===== src/rtl/ex_muldiv.sv =====
// rtl/ex_muldiv.sv - multi-cycle RV32M multiply/divide execute unit
// Iterative shift-add multiply and restoring divide, UNROLL bits per CALC cycle.
module ex_muldiv #(
    parameter int XLEN   = 32,
    parameter int UNROLL = 1
) (
    input  logic            clk,
    input  logic            rst_n,
    input  logic            start_i,
    input  logic [2:0]      funct3_i,
    input  logic [XLEN-1:0] op1_i,
    input  logic [XLEN-1:0] op2_i,
    input  logic [4:0]      rd_addr_i,
    input  logic            flush_i,
    output logic            busy_o,
    output logic            hold_flag_o,
    output logic [4:0]      rd_addr_o,
    output logic [XLEN-1:0] rd_data_o,
    output logic            rd_wen_o
);

    localparam int STEPS = XLEN / UNROLL;
    localparam int CW    = $clog2(STEPS + 1);

    typedef enum logic [1:0] {S_IDLE, S_CALC, S_DONE} state_t;

    state_t          state_q, state_d;
    logic [CW-1:0]   cnt_q;
    logic [2:0]      f3_q;
    logic [4:0]      rd_q;
    logic            neg_q;
    logic [XLEN-1:0] hi_q, lo_q, opd_q, res_q;

    logic            is_div, sgn1, sgn2, neg1, neg2, neg_res;
    logic [XLEN-1:0] mag1, mag2, special_res;
    logic            div_zero, div_ovf, special, accept, last_step;

    always_comb begin
        is_div   = funct3_i[2];
        sgn1     = is_div ? ~funct3_i[0] : (funct3_i[1:0] != 2'b11);
        sgn2     = is_div ? ~funct3_i[0] : ~funct3_i[1];
        neg1     = sgn1 & op1_i[XLEN-1];
        neg2     = sgn2 & op2_i[XLEN-1];
        mag1     = neg1 ? -op1_i : op1_i;
        mag2     = neg2 ? -op2_i : op2_i;
        // Remainder follows the dividend sign; everything else uses the sign product.
        neg_res  = (is_div & funct3_i[1]) ? neg1 : (neg1 ^ neg2);
        div_zero = is_div & (op2_i == '0);
        div_ovf  = is_div & ~funct3_i[0] & (op1_i == {1'b1, {(XLEN-1){1'b0}}}) & (op2_i == '1);
        special  = div_zero | div_ovf;
        if (div_zero) begin
            special_res = funct3_i[1] ? op1_i : '1;
        end else begin
            special_res = funct3_i[1] ? '0 : op1_i;
        end
        accept    = (state_q == S_IDLE) & start_i & ~flush_i;
        last_step = (cnt_q == CW'(STEPS - 1));
    end

    // One datapath iteration chain: hi/lo hold partial product or remainder/quotient.
    logic [XLEN-1:0] hi_n, lo_n;
    logic [XLEN:0]   trial, sum;

    always_comb begin
        hi_n  = hi_q;
        lo_n  = lo_q;
        trial = '0;
        sum   = '0;
        for (int i = 0; i < UNROLL; i++) begin
            if (f3_q[2]) begin
                trial = {hi_n, lo_n[XLEN-1]};
                lo_n  = {lo_n[XLEN-2:0], 1'b0};
                if (trial >= {1'b0, opd_q}) begin
                    trial   = trial - {1'b0, opd_q};
                    lo_n[0] = 1'b1;
                end
                hi_n = trial[XLEN-1:0];
            end else begin
                sum          = {1'b0, hi_n} + (lo_n[0] ? {1'b0, opd_q} : '0);
                {hi_n, lo_n} = {sum, lo_n[XLEN-1:1]};
            end
        end
    end

    logic [2*XLEN-1:0] prod, prod_f;
    logic [XLEN-1:0]   div_v, div_f, res_n;

    always_comb begin
        prod   = {hi_n, lo_n};
        prod_f = neg_q ? -prod : prod;
        div_v  = f3_q[1] ? hi_n : lo_n;
        div_f  = neg_q ? -div_v : div_v;
        if (f3_q[2]) begin
            res_n = div_f;
        end else if (f3_q[1:0] == 2'b00) begin
            res_n = prod_f[XLEN-1:0];
        end else begin
            res_n = prod_f[2*XLEN-1:XLEN];
        end
    end

    always_comb begin
        state_d = state_q;
        case (state_q)
            S_IDLE: if (accept) state_d = special ? S_DONE : S_CALC;
            S_CALC: begin
                if (flush_i) begin
                    state_d = S_IDLE;
                end else if (last_step) begin
                    state_d = S_DONE;
                end
            end
            S_DONE:  state_d = S_IDLE;
            default: state_d = S_IDLE;
        endcase
    end

    always_ff @(posedge clk or negedge rst_n) begin
        if (!rst_n) begin
            state_q <= S_IDLE;
            cnt_q   <= '0;
            f3_q    <= '0;
            rd_q    <= '0;
            neg_q   <= 1'b0;
            hi_q    <= '0;
            lo_q    <= '0;
            opd_q   <= '0;
            res_q   <= '0;
        end else begin
            state_q <= state_d;
            if (accept) begin
                f3_q  <= funct3_i;
                rd_q  <= rd_addr_i;
                neg_q <= neg_res;
                cnt_q <= '0;
                hi_q  <= '0;
                lo_q  <= mag1;
                opd_q <= mag2;
                if (special) begin
                    res_q <= special_res;
                end
            end else if (state_q == S_CALC) begin
                hi_q  <= hi_n;
                lo_q  <= lo_n;
                cnt_q <= cnt_q + CW'(1);
                if (last_step) begin
                    res_q <= res_n;
                end
            end
        end
    end

    // Stall is combinational so it covers the accept cycle; released in DONE.
    assign hold_flag_o = (accept & ~special) | ((state_q == S_CALC) & ~flush_i);
    assign busy_o      = (state_q != S_IDLE);
    assign rd_wen_o    = (state_q == S_DONE);
    assign rd_data_o   = rd_wen_o ? res_q : '0;
    assign rd_addr_o   = rd_wen_o ? rd_q : '0;

endmodule


===== config.mk =====
export PLATFORM = sky130hd
export DESIGN_NAME = ex_muldiv
export DESIGN_NICKNAME = d
export VERILOG_FILES = /design/src/rtl/ex_muldiv.sv
export SDC_FILE = /design/constraint.sdc
export NUM_CORES = 1
export LEC_CHECK = 0
export ABC_CLOCK_PERIOD_IN_PS = 9700
export BUFFER_PORTS_ARGS = -buffer_cell sky130_fd_sc_hd__buf_2
export CAP_MARGIN = 20
export CORE_MARGIN = 1.5
export CORE_UTILIZATION = 45
export DETAILED_ROUTE_END_ITERATION = 8
export SYNTH_ARGS = -nofsm -noshare
export SYNTH_HDL_FRONTEND = slang
export SYNTH_SLANG_ARGS = --single-unit

===== constraint.sdc =====
create_clock -name clk -period 9.7 [get_ports clk]
set_clock_uncertainty 0.1 [all_clocks]
set_input_delay 0.97 -clock clk [delete_from_list [all_inputs] [get_ports clk]]
set_output_delay 0.97 -clock clk [all_outputs]
set_load 0.1 [all_outputs]

Word-level counts from Yosys, hierarchy flattened
Cells that the tools add are included.
W data, S select, Z words.
{ "word_totals": {"reg_bits": 145, "latch_bits": 0, "ram_bits": 0, "mem_bits_ro": 0, "inputBits": 76, "output_inout_bits": 40, "elab_cells": 87, "mem_count": 0} }
{ "classes": {"addsub": 7, "n_mul": 0, "div": 0, "n_lt_le_gt_ge": 1, "n_eq_ne": 9, "n_shift": 0, "mux": 35, "bitwise_logic": 18, "n_reduce_logical": 8} }
{ "op_table": {"columns": ["op", "n"], "rows": [
  ["$mux W32", 22],
  ["$neg A32 Y32", 3],
  ["$eq A32 B32 Y1 const B", 2],
  ["$mux W64", 1],
  ["$neg A64 Y64", 1],
  ["$add A32 B32 Y33", 1],
  ["$ge A33 B32 Y1", 1],
  ["$logic_not A32 Y1", 1],
  ["$sub A32 B32 Y32", 1],
  ["$mux W6", 2],
  ["$and A1 B1 Y1", 11],
  ["$mux W2", 4],
  ["$add A6 B1 Y6 const B", 1],
  ["$eq A6 B5 Y1 const B", 1],
  ["$ne A2 B2 Y1 const B", 3],
  ["$reduce_bool A2 Y1", 3],
  ["$mux W5", 1],
  ["$logic_not A2 Y1", 2],
  ["$mux W1", 4],
  ["$not A1 Y1", 4],
  ["$pmux W2 S2", 1],
  ["$ne A3 B3 Y1 const B", 1],
  ["$reduce_and A3 Y1", 1],
  ["$eq A2 B1 Y1 const B", 1],
  ["other kinds (4)", 5]
]} }

Depth between registers and ports, before layout
Gate-level depths: netlist (run 1).
{ "depth": {"word_depth": 10, "mapped_depth": 27, "depth_no_buf": 22} }

Worst setup path after synthesis (run 1)
No wires, ideal clock.
{ "synth_timing": {"kind": "register to register", "start": "register hi_q[13]", "end": "register res_q[26]", "setup_ps": 87, "arrival_time_ps": 5623, "required_ps": 9513, "setup_slack_ps": 3890, "stages_incl_launch_ff": 27, "path_buffers": 5, "path_cell_list": "dfrtp_1 > ha_1 > buf_4 > nand4_1 > nor3_2 > o211ai_2 > and3_1 > buf_6 > a211oi_2 > clkbuf_1 > buf_2 > nor2_1 > clkbuf_1 > mux2_2 > nand2_1 > o21ai_0 > o21ai_0 > ha_1 > nand2_1 > a31oi_1 > nand4_1 > a211o_1 > or4b_4 > or3_4 > o31a_1 > xor2_1 > a211oi_2"} }
{ "synth_via": {"elab_chain_cells": 10, "elab_cells_between_ends": 17, "classes_between": "4 x add/sub; 1 x order compare; 12 x mux"} }
{ "synth_lines": {"columns": ["element", "line", "rtl"], "rows": [
  ["start: declaration", "32", "logic [XLEN-1:0] hi_q, lo_q, opd_q, res_q;"],
  ["start signal: assignment", "143", "hi_q <= hi_n;"],
  ["$sub A32 B32 Y32 or $ge A33 B32 Y1 (tied branches)", "74, 73", null],
  ["$mux W32 or $mux W1 (tied branches)", "73", "if (trial >= {1'b0, opd_q}) begin"],
  ["$mux W32", "70", "if (f3_q[2]) begin"],
  ["$neg A64 Y64 or $mux W32 (tied branches)", "90, 91", null],
  ["$mux W64 or $neg A32 Y32 (tied branches)", "90, 92", null],
  ["$mux W32, on equally long branches", "95, 92", null],
  ["$mux W32 *", "93", "if (f3_q[2]) begin"],
  ["$mux W32 *", "146", "if (last_step) begin"],
  ["$mux W32 *", "142", "end else if (state_q == S_CALC) begin"],
  ["$mux W32 *", "131", "if (accept) begin"],
  ["end signal: assignment", "140", "res_q <= special_res;"],
  ["end signal: assignment", "147", "res_q <= res_n;"],
  ["end: declaration", "32", null]
]} }
Every way passes the cells marked *; elsewhere a longest branch is shown, timed or not. The select of a mux whose other input is x is not followed.
A chain may end at the register's enable or synchronous reset.

Worst setup path after layout (run 1)
{ "layout_timing": {"start": "register hi_q[9]", "end": "register res_q[26]"} }
Same word-level chain as after synthesis.

==> results of run 1 <==
[state kept, by name, summed over array words and instances (netlist names)]
register	count
opd_q	32
f3_q	3
res_q	32
hi_q	32
neg_q	1
cnt_q	6
lo_q	32
rd_q	5
state_q	2
[cells in the final DEF, fill, tap and decap left out, drive strengths merged, types with 22 or more instances in the layout]
master  count
a211oi     25
a21o       24
a21oi     187
a31oi      40
and2       93
buf       153
clkbuf     22
dfrtp     145
ha         70
inv        65
mux2i      43
nand2     273
nand3      86
nand4      34
nor2      194
nor3       73
nor4       27
o211ai     40
o21ai     229
o221ai     27
o31ai      37
or3        32
xnor2      92
xor2       66
[layout make-up]
cell class / count / area [µm²] / share of cell area [%]
inverters: 65 / 244.0 / 1.312
repair buffers: 153 / 874.6 / 4.702
clock buffers: 22 / 484.2 / 2.603
multi-input cells: 1987 / 12590 / 67.71
flip-flops and latches: 145 / 3635 / 19.54
clock inverters: 9 / 128.9 / 0.6929
well taps: 511 / 639.4 / 3.438
[stage by stage]
| step | setup WS [ns] | total power [mW] | hold WS [ns] | util (%) |
|---|---|---|---|---|
| floorplan | 3.890 | 4.321 | 0.3304 | - |
| global placement | 3.064 | 5.760 | 0.3431 | 47.94 |
| detailed placement | 2.919 | 5.793 | 0.3526 | 47.98 |
| CTS | 2.850 | 6.547 | 0.3599 | 49.61 |
| global route | 2.348 | 7.088 | 0.3789 | 49.61 |
| finish | 2.657 | 6.671 | 0.3601 | 49.61 |
[worst paths after layout]
| kind | end | slack, ns | cells past startpoint |
|---|---|---|---|
| max in group asynchronous | lo_q[30]$_DFFE_PN0P_ | 7.81 | 2 |
| worst max register to register | res_q[26]$_DFFE_PN0P_ | 2.66 | 22 |
| worst min register to register | res_q[0]$_DFFE_PN0P_ | 0.36 | 2 |
| worst max-delay path | res_q[26]$_DFFE_PN0P_ | 2.66 | 22 |
| worst min-delay path | opd_q[1]$_DFFE_PN0P_ | 0.36 | 1 |
| min in group clk | res_q[0]$_DFFE_PN0P_ | 0.36 | 2 |
[kinds of logic after synthesis]
family          share of synthesized area [%]
xor+xnor                                8.101
simple gates                            26.32
mux                                     4.036
compound gates                          29.68
flops                                   21.24
fa+ha+maj                               5.361
buf+inv                                 5.266
[where the power goes]
group	leakage, nW	internal (mW)	total [mW]	switching [mW]
clock	0.298	0.430	0.730	0.300
sequential	1.83	0.810	1.11	0.296
combinational	5.46	1.60	4.83	3.24
[per-layer routing]
| layer | GRT usage, % | routed length, µm | up-vias | part of all wire (%) |
|---|---|---|---|---|
| li1 | - | - | 8711 | - |
| met1 | 49.27 | 30420 | 9220 | 42 |
| met2 | 56.46 | 31980 | 910 | 45 |
| met3 | 6.830 | 6358 | 157 | 8.9 |
| met4 | 16.57 | 2898 | 0 | 4.0 |
| met5 | 0 | 0 | - | 0 |
==> impl_metrics.tcl, run 1 <==
set metrics [dict create \
    outcome "finished clean" \
    drt_first_pass_iters 8 \
    clk_pin_slew_ns 0.07 \
    grtUsageTotal_pct 36.51 \
    grt_max_degree 65 \
    finalCritPeriodShare_pct 72.60 \
    grt_overflow 0 \
    cts_root_buffer "clkbuf_16" \
    fin_nets 2517 \
    port_buffers 115 \
    yosys.area.top_type_share_pct 21.24 \
    cts_resized 0 \
    synth_area_leaders "dfrtp_1, o21ai_0, nand2_1" \
    slowest_delay_ns 0.84 \
    num_antenna_cells 0 \
    dp_cells 2861 \
    worstHoldPathType "in -> async" \
    path_delay_family "simple AND/OR/NAND/NOR gates" \
    mappedNetlistNets 2506 \
    crit_start "hi_q[9]$_DFFE_PN0P_" \
    cts_buffers 17 \
    synth_most_common_cell "nand2_1" \
    path_cells "ha_1 -> a21oi_1 -> o211ai_1 -> a21oi_1 -> and3_1 -> a211oi_4 -> buf_4 -> nor2_1 -> mux2_2 -> nand2_1 -> o21ai_0 -> o21ai_0 -> ha_1 -> nand2_1 -> a31oi_1 -> nand4_1 -> a211o_1 -> or4b_4 -> or3_4 -> o31a_1 -> xor2_1 -> a211oi_2" \
    drive_gt1_share_pct 11.26 \
    ir_drop_mv 0.1655 \
    setup_tns_ns 0 \
    yosys_warnings 0 \
    chipWidth_um 197.8 \
    cts_hold_buf 0 \
    start_util_pct 45.57 \
    critPathLaunchType "register" \
    synthesis.instances 2358 \
    grt_pass1_wl_um 107900 \
    syn_to_final_growth_pct 8.877 \
    coreArea_mm2 0.03749 \
    ys_ff_latch 145 \
    antenna_found_initial 2 \
    drt_iter0_markers 2005 \
    die_area_mm2 0.03914 \
    tightest_slew_ns 1.049 \
    clock_path_buffers 2 \
    critPathKind "reg -> reg" \
    seq_area_frac_synth_pct 21.24 \
    critPathSlowestCell "nor2_1" \
    ant_nets 0 \
    worst-path-buf-inv 1 \
    drv_slew 0 \
    drc 0 \
    ios 116 \
    clk_latency_ns 0.48 \
    powerDensity_mw_per_mm2 358.7 \
    wl_um 71660 \
    placed_area_mm2 0.01799 \
    reg2reg_from "hi_q[9]$_DFFE_PN0P_" \
    hpwl_um 54190 \
    fp.dieH_um 197.8 \
    rsz0062_at_grt "false" \
    syn_avg_cell_area_um2 7.245 \
    syn-cell-area_mm2 0.01708 \
    htreeDepth 4 \
    synth_common_cells "nand2_1, o21ai_0, nor2_1, a21oi_1, dfrtp_1" \
    cts_setup_buffers 0 \
    ys_types 98 \
    cts_tree "built" \
    critPathRequiredTime_ns 9.99 \
    hold_viol 0 \
    async_flop_share_pct 100.0 \
    fillerInstances 3874 \
    synthFlopType "dfrtp_1" \
    arrival_ns 7.33 \
    design_area_mm2 0.01860 \
    endpoint_kind "register" \
    power.leakage_nw 7.591 \
    slew_headroom_pct 29.79 \
    clkSinkCount 145 \
    vias 18998 \
    cp_max_fo 31 \
    cap_violations 0 \
    wl_per_cell_um 24.78 \
    setup_viol_count_final 0 \
    max_freq_ghz 0.1420 \
    fin_crit_ns 7.043 \
    row_count 71 \
    grt_pass1_vias 17921 \
    vias_per_cell 6.569 \
    finalNonFillerCells 2892 \
    yosysTopAreaCell "dfrtp_1" \
    gp_congestion 0.9826 \
    synth_edf_count 0 \
]
(Power assumes the default switching activity.)
==> run 2: changes to the inputs <==
--- a/config.mk
+++ b/config.mk
@@ -5,7 +5,8 @@
 export SDC_FILE = /design/constraint.sdc
 export NUM_CORES = 1
 export LEC_CHECK = 0
-export ABC_CLOCK_PERIOD_IN_PS = 9700
+export ABC_AREA = 1
+export ABC_CLOCK_PERIOD_IN_PS = 6250
 export BUFFER_PORTS_ARGS = -buffer_cell sky130_fd_sc_hd__buf_2
 export CAP_MARGIN = 20
 export CORE_MARGIN = 1.5
==> constraint.sdc (replaced) <==
create_clock -name clk -period 6.25 [get_ports clk]
set_clock_uncertainty 0.1 [all_clocks]
set_input_delay 0.625 -clock clk [delete_from_list [all_inputs] [get_ports clk]]
set_output_delay 0.625 -clock clk [all_outputs]
set_load 0.1 [all_outputs]
==> impl_metrics.tcl, run 2 <==
set metrics [dict create \
    seq_area_frac_synth_pct 19.90 \
    row_count 73 \
    htreeDepth 4 \
    synthesis.instances 3195 \
    drt_iter0_markers 2753 \
    top_layer "met5" \
    synthMuxAreaShare_pct 0 \
    endpoint_kind "register" \
    hpwl_um 66370 \
    synth_common_cells "nand2_1, inv_1, nor2_1, nand3_1, o21ai_0" \
    grtUsageTotal_pct 40.17 \
    slowest_delay_ns 0.41 \
    setup_viol_count_final 0 \
    design_area_mm2 0.01971 \
    critPathSlowestCell "dfrtp_1" \
    placed_area_mm2 0.01914 \
    syn-cell-area_mm2 0.01823 \
    slew_headroom_pct 16.43 \
    cts_hold_buf 0 \
    drv_slew 0 \
    clock_path_buffers 2 \
    cap_violations 0 \
    arrival_ns 5.78 \
    synth_edf_count 0 \
    gp_congestion 1.097 \
    mappedNetlistNets 3343 \
    ant_nets 0 \
    clk_pin_slew_ns 0.07 \
    cts_tree "built" \
    drive_gt1_share_pct 8.666 \
    coreArea_mm2 0.03982 \
    synth_most_common_cell "nand2_1" \
    synthSimpleGateAreaFrac_pct 40.66 \
    fin_nets 3389 \
    grt_overflow 0 \
    wl_met3_um 10230 \
    yosys_warnings 0 \
    wl_um 83460 \
    critPathKind "reg -> reg" \
    chipWidth_um 204.3 \
    synth_area_leaders "dfrtp_1, nand2_1, inv_1" \
    yosysTopAreaCell "dfrtp_1" \
    final_common_cell "nand2_1" \
    synth_top_family_by_area "simple AND/OR/NAND/NOR gates" \
    fillerInstances 4457 \
    hold_viol 0 \
    synthFlopType "dfrtp_1" \
    async_flop_share_pct 100.0 \
    ios 116 \
    antenna_found_initial 4 \
    tightest_slew_ns 1.240 \
    wl_per_cell_um 22.08 \
    outcome "finished clean" \
    yosys.area.top_type_share_pct 19.90 \
    max_freq_ghz 0.1828 \
    start_util_pct 45.78 \
    syn_avg_cell_area_um2 5.706 \
    synth_compound_area_share_pct 16.95 \
    cts_buffers 17 \
    fp.dieH_um 204.3 \
    vias 22039 \
    ys_ff_latch 145 \
    cts_root_buffer "clkbuf_16" \
    drt_first_pass_iters 7 \
    port_buffers 115 \
    cp_max_fo 21 \
    setup_tns_ns 0 \
    synthXorXnorAreaFrac_pct 4.468 \
    cts_setup_buffers 0 \
    crit_path_frequent_cell "nand2_1" \
    die_area_mm2 0.04173 \
    cts_resized 0 \
    multiInputGateArea_mm2 0.01225 \
    finalCritPeriodShare_pct 87.52 \
    clkSinkCount 145 \
    critPathLaunchType "register" \
    critPathRequiredTime_ns 6.56 \
    drc 0 \
    grt_pass1_vias 20116 \
    seq_area_mm2 0.003635 \
    drt-met1-wl_um 37530 \
    worstHoldPathType "in -> async" \
    rsz0062_at_grt "false" \
    fin_crit_ns 5.470 \
    vias_per_cell 5.830 \
    synthAdderAreaFrac_pct 5.024 \
    clk_latency_ns 0.50 \
    wl_met2_um 32610 \
    grt_pass1_wl_um 124500 \
    syn_to_final_growth_pct 8.119 \
    fin_util_pct 49.50 \
    grt_max_degree 90 \
    most-common-layout-cells "nand2_1, inv_1, nor2_1" \
    ys_types 56 \
]
==> run 2: cells by family (layout without fill, tap and decap cells) <==
logic type	after synthesis	after routing
buffers and inverters	592	651
AO/OA/AOI/OAI	546	546
other	0	1
AND/OR/NAND/NOR	1747	1747
XOR/XNOR	93	93
flip-flops	145	145
adder cells (fa/ha/maj)	72	72
==> run 2: routing by layer <==
layer,vias up,global-route usage (%)
met4,2,14.68
li1,10348,-
met5,-,0
met3,163,11.10
met1,10268,59.11
met2,1258,54.92
==> run 2: layout make-up <==
type,count,area share [%]
clock inverter,12,0.6348
tap,525,3.332
multi-input combinational,2458,62.13
inverter,474,9.026
timing repair buffer,145,4.158
sequential,145,18.44
antenna,1,0.01270
clock buffer,20,2.266
==> run 2: path summary, 6_finish.rpt <==
path	start	to	slack (ns)	depth (start not counted)
worst min-delay path	rst_n	opd_q[22]$_DFFE_PN0P_	0.005	1
worst max register to register	hi_q[7]$_DFFE_PN0P_	res_q[16]$_DFFE_PN0P_	0.78	31
min in group clk	rd_addr_i[1]	rd_q[1]$_DFFE_PN0P_	0.24	3
worst min register to register	res_q[6]$_DFFE_PN0P_	res_q[6]$_DFFE_PN0P_	0.39	2
max in group asynchronous	rst_n	lo_q[0]$_DFFE_PN0P_	5.06	2
worst max-delay path	hi_q[7]$_DFFE_PN0P_	res_q[16]$_DFFE_PN0P_	0.78	31
==> run 2: stage by stage <==
step	std cells	setup WS (ns)	hold slack (ns)
CTS	3779	0.9623	0.04434
global route	3779	0.2982	0.06525
finish	3780	0.7797	0.004538
global placement	3747	1.158	0.3696
detailed placement	3747	1.018	0.3754
floorplan	3195	2.055	0.2294
==> run 2: critical path: cells and delay by family (launching register included) <==
family                     cells  cell delay (ns)
DFF                            1             0.41
AOI/OAI and AO/OA              4             0.75
buffers and inverters          4             0.39
xor gates and xnor gates       1             0.22
adders and majority gates      2             0.59
and+or+nand+nor               20             2.91
Power of run 2 is not shown: default switching activity piles up to over one toggle a cycle in this logic, so the estimate is an artifact.
